==> config.mk <==
export PLATFORM = sky130hd
export DESIGN_NAME = cut_controller
export DESIGN_NICKNAME = d
export VERILOG_FILES = /design/src/rtl/cut_controller.sv
export SDC_FILE = /design/constraint.sdc
export NUM_CORES = 1
export LEC_CHECK = 0
export BUFFER_PORTS_ARGS = -buffer_cell sky130_fd_sc_hd__buf_2
export CAP_MARGIN = 5
export CORE_MARGIN = 5
export CORE_UTILIZATION = 52
export DETAILED_ROUTE_END_ITERATION = 10
export PLACE_DENSITY = 0.71
export SLEW_MARGIN = 10
export SYNTH_ARGS = -nofsm -noshare
export SYNTH_HDL_FRONTEND = slang
export SYNTH_SLANG_ARGS = --single-unit
==> constraint.sdc <==
create_clock -name clk -period 2.7 [get_ports clk]
set_input_delay 0.27 -clock clk [delete_from_list [all_inputs] [get_ports clk]]
set_output_delay 0.27 -clock clk [all_outputs]
set_load 0.03 [all_outputs]
==> src/rtl/cut_controller.sv <==
// cut_controller: runs a job of N cuts.
// Each cut is a feed gap followed by a cut request held until the downstream
// driver reports completion, with a watchdog for a driver that never answers.
module cut_controller #(
   parameter int FEED_CYCLES    = 1000,
   parameter int TIMEOUT_CYCLES = 1000000
) (
   input  logic       clk,
   input  logic       rst,
   input  logic       start_i,
   input  logic [7:0] num_cuts_i,
   input  logic       abort_i,
   input  logic       cut_end_i,
   output logic       cut_o,
   output logic       busy_o,
   output logic       done_o,
   output logic       err_o,
   output logic [7:0] cuts_done_o
);

   localparam int FEED_W    = $clog2(FEED_CYCLES + 1);
   localparam int TIMEOUT_W = $clog2(TIMEOUT_CYCLES + 1);
   localparam logic [FEED_W-1:0]    FEED_LAST    = FEED_W'(FEED_CYCLES - 1);
   localparam logic [TIMEOUT_W-1:0] TIMEOUT_LAST = TIMEOUT_W'(TIMEOUT_CYCLES - 1);

   typedef enum logic [1:0] {
      IDLE,
      FEED,
      CUT,
      DONE
   } state_t;

   state_t               state;
   logic [7:0]           target;
   logic [FEED_W-1:0]    feed_cnt;
   logic [TIMEOUT_W-1:0] timeout_cnt;
   logic                 cut_end_q;
   logic                 cut_end_rise;
   logic [7:0]           cuts_next;

   assign cut_end_rise = cut_end_i & ~cut_end_q;
   assign cuts_next    = cuts_done_o + 8'd1;

   // Previous-cycle copy of cut_end_i, tracked in every state so a level that is already high on CUT entry is not mistaken for a completion edge
   always_ff @(posedge clk) begin
      if (rst) begin
         cut_end_q <= 1'b0;
      end else begin
         cut_end_q <= cut_end_i;
      end
   end

   // Job sequencer: abort outranks a completion edge, which outranks the watchdog expiring in the same cycle
   always_ff @(posedge clk) begin
      if (rst) begin
         state       <= IDLE;
         target      <= 8'd0;
         feed_cnt    <= '0;
         timeout_cnt <= '0;
         cut_o       <= 1'b0;
         busy_o      <= 1'b0;
         done_o      <= 1'b0;
         err_o       <= 1'b0;
         cuts_done_o <= 8'd0;
      end else begin
         done_o <= 1'b0;
         case (state)
            IDLE: begin
               if (start_i) begin
                  target      <= num_cuts_i;
                  cuts_done_o <= 8'd0;
                  err_o       <= 1'b0;
                  busy_o      <= 1'b1;
                  feed_cnt    <= '0;
                  if (num_cuts_i == 8'd0) begin
                     state  <= DONE;
                     done_o <= 1'b1;
                  end else begin
                     state <= FEED;
                  end
               end
            end
            FEED: begin
               if (abort_i) begin
                  state  <= IDLE;
                  busy_o <= 1'b0;
                  cut_o  <= 1'b0;
               end else if (feed_cnt == FEED_LAST) begin
                  state       <= CUT;
                  cut_o       <= 1'b1;
                  timeout_cnt <= '0;
               end else begin
                  feed_cnt <= feed_cnt + 1'b1;
               end
            end
            CUT: begin
               if (abort_i) begin
                  state  <= IDLE;
                  busy_o <= 1'b0;
                  cut_o  <= 1'b0;
               end else if (cut_end_rise) begin
                  cut_o       <= 1'b0;
                  cuts_done_o <= cuts_next;
                  feed_cnt    <= '0;
                  if (cuts_next == target) begin
                     state  <= DONE;
                     done_o <= 1'b1;
                  end else begin
                     state <= FEED;
                  end
               end else if (timeout_cnt == TIMEOUT_LAST) begin
                  state  <= IDLE;
                  busy_o <= 1'b0;
                  cut_o  <= 1'b0;
                  err_o  <= 1'b1;
               end else begin
                  timeout_cnt <= timeout_cnt + 1'b1;
               end
            end
            DONE: begin
               state  <= IDLE;
               busy_o <= 1'b0;
               cut_o  <= 1'b0;
            end
            default: begin
               state  <= IDLE;
               busy_o <= 1'b0;
               cut_o  <= 1'b0;
            end
         endcase
      end
   end

endmodule

==> flow_metrics.py <==
metrics = {
    "outcome": {
        "outcome": "finished clean",
    },
    "setup_path": {
        "critPathBufInv": 1,
        "max_stage_delay_ns": 0.66,
        "critical-path-top-delay-family": "simple AND/OR/NAND/NOR gates",
        "crit_chain": "or3b_4 -> or4_1 -> nand2_1 -> buf_4 -> a21oi_1",
        "crit_path_end_kind": "flop",
        "cp.arrival_ns": 2.62,
        "path_max_fanout": 15,
        "path_class": "reg2reg",
        "required_ns": 2.89,
        "cpMaxStageDelayCell": "or4_1",
        "cp-start-kind": "flop",
    },
    "placed_design": {
        "dp_slack_ns": 0.320,
        "gp_congestion": 0.837,
        "io_buffers": 24,
        "hpwl_um": 4550,
    },
    "global_route": {
        "grt_pass1_vias": 2343,
        "grt-ovfl-total": 0,
        "antenna_found_initial": 0,
        "grt_pass1_wl_um": 11000,
        "globalRouteTotalUtil": 0.187,
        "grt_max_degree": 30,
    },
    "timing": {
        "hold_violations": 0,
        "max_freq_ghz": 0.412,
        "min_period_ns": 2.43,
        "worst_slack_ns": 0.270,
        "max_slew_margin": 0.545,
        "whs_ns": 0.210,
        "tightestPinTransition_ns": 0.680,
        "period_share": 0.900,
        "clock_skew_ns": 0.00770,
        "rsz0062_at_grt": "false",
        "finalSetupViolCount": 0,
        "slew_viol_final": 0,
        "tns_ns": 0,
    },
    "finish": {
        "antenna_cells": 0,
        "nets": 374,
        "final_util": 0.597,
        "final_cell_mix": "dfxtp_1, nand2_1, nor2_1",
        "drive_gt1_frac": 0.123,
        "fill_cells": 459,
        "syn2layout_area_growth_pct": 9.84,
        "mostFrequentLayoutCell": "dfxtp_1",
    },
    "floorplanning": {
        "row_count": 26,
        "start_util": 0.543,
        "ioPinCount": 25,
        "die_h_um": 83.5,
        "design.core.area_mm2": 0.00517,
        "die_area_mm2": 0.00697,
        "die_x_um": 83.5,
    },
    "clock_tree": {
        "cts_max_path_buffers": 2,
        "cts.htree.levels": 2,
        "cts_resized": 0,
        "clk_latency_ns": 0.31,
        "post-cts-setup-buffers": 0,
        "hold_buffers": 0,
        "clkSinkCount": 53,
        "clockRootBuffer": "clkbuf_8",
        "cts-buffers-inserted": 5,
        "cts_tree": "done",
        "path_clk_slew_ns": 0.09,
    },
    "job": {
        "drv_cap": 0,
    },
    "synth": {
        "yosysTopAreaCellShare": 0.378,
        "avgSynthCellArea_um2": 8.41,
        "ys_ff_latch": 53,
        "synth_nets": 350,
        "syn_inst": 334,
        "yosys_warnings": 0,
        "synth_top_flop_cell": "dfxtp_1",
        "netlist_area_mm2": 0.00281,
        "synthTopCellsByArea": "dfxtp_1, nand2_1, nor2_1",
        "ys_types": 53,
        "synth_top_area_cell": "dfxtp_1",
        "ys_seq_area_frac": 0.378,
        "synth-edff-count": 0,
        "ys_async_sr_fraction": 0,
    },
    "hold_path": {
        "hp-class": "in2reg",
    },
    "power": {
        "combPwrFrac": 0.127,
        "power_leakage_uw": 0.00117,
        "p_int_uw": 1050,
        "switching_share": 0.278,
        "cellPowerDensity_mw_per_mm2": 473,
        "p_seq_frac": 0.564,
        "ir_drop_mv": 0.297,
        "power_frac_clock": 0.309,
        "power.switching_uw": 406,
    },
    "route": {
        "routed_wl_um": 6350,
        "via_per_inst": 5.89,
        "dr_total_vias": 2527,
        "drc": 0,
        "postRouteAntennaNets": 0,
        "drtIter0Drc": 178,
        "wl_per_cell_um": 14.8,
        "dr.pass1.iters": 4,
    },
}
-- worst min-delay path, delay by kind of cell --
| family | cells | cell delay [ns] |
|---|---|---|
| simple gates | 1 | 0.07 |
| buf+inv | 1 | 0.08 |
| mux | 1 | 0.06 |
-- through the flow --
step | total power, µW | std cells | cell area, µm²
after floorplan | 972 | 334 | 2810
after global placement | 1020 | 421 | 3000
after detailed placement | 1020 | 421 | 3000
after CTS | 1470 | 429 | 3090
after global routing | 1530 | 429 | 3090
final | 1460 | 429 | 3090
-- cells in the mapped netlist (all sizes together), types with 3 or more instances --
| library cell | count |
|---|---|
| dfxtp | 53 |
| nand2 | 35 |
| nor2 | 32 |
| a21oi | 22 |
| o21ai | 17 |
| o211ai | 15 |
| xor2 | 13 |
| or4 | 12 |
| or3 | 11 |
| and3 | 10 |
| mux2i | 10 |
| nand3 | 10 |
| clkbuf | 9 |
| inv | 8 |
| nand4 | 6 |
| nor3 | 6 |
| nor4 | 6 |
| xnor2 | 6 |
| and2 | 5 |
| a31oi | 4 |
| nor2b | 4 |
| a211oi | 3 |
| ha | 3 |
| nand4b | 3 |
| o21a | 3 |
-- registers in the layout (all words and copies together) (netlist names) --
signal	count
busy_o	1
cut_end_q	1
cut_o	1
cuts_done_o	8
done_o	1
err_o	1
feed_cnt	10
state	2
target	8
timeout_cnt	20
-- routing by layer --
layer | routed length, µm | GRT usage | vias up
li1 | - | - | 1286
met3 | 253 | 0.0375 | 7
met5 | 0 | 0 | -
met1 | 3120 | 0.248 | 1185
met2 | 2920 | 0.313 | 49
met4 | 59 | 0.0395 | 0
-- power by group through the flow --
stage / logic, µW / clock network [µW] / registers [µW]
2_1_floorplan: 132 / 0 / 840
3_3_place_gp: 181 / 0 / 840
3_5_place_dp: 183 / 0 / 842
4_1_cts: 185 / 457 / 823
5_1_grt: 209 / 498 / 826
6_report: 185 / 451 / 824
-- worst paths after layout --
path                                          startpoint                     endpoint  slack [ns]  cells after the start
worst max-delay path               state[0]$_SDFFE_PP0P_  timeout_cnt[8]$_SDFFE_PP0P_        0.27                      5
worst min-delay path                       num_cuts_i[4]       target[4]$_SDFFE_PP0P_        0.21                      3
worst max register to register     state[0]$_SDFFE_PP0P_  timeout_cnt[8]$_SDFFE_PP0P_        0.27                      5
worst min register to register  feed_cnt[1]$_SDFFE_PP0P_     feed_cnt[1]$_SDFFE_PP0P_        0.49                      2
-- cells by family (layout without fill, tap and decap cells) --
group / count (synthesis) / count (layout) / synth area share
DFF: 53 / 53 / 0.378
AOI/OAI and AO/OA: 79 / 79 / 0.193
muxes: 10 / 10 / 0.0356
adders and majority gates: 3 / 3 / 0.0134
xor gates and xnor gates: 19 / 19 / 0.0592
buffers and inverters: 19 / 44 / 0.0281
and+or+nand+nor: 151 / 151 / 0.293
-- final cells by class --
cell class                      instances  area, µm²  area share
Inverter                                8       30.0     0.00973
Tap cell                               70       87.6      0.0284
Timing Repair Buffer                   28        150      0.0487
Sequential cell                        53       1060       0.344
Clock inverter                          2       15.0     0.00487
Clock buffer                            6       72.6      0.0235
Multi-Input combinational cell        262       1670       0.541
Note: power is estimated with default switching activity, not from simulation.
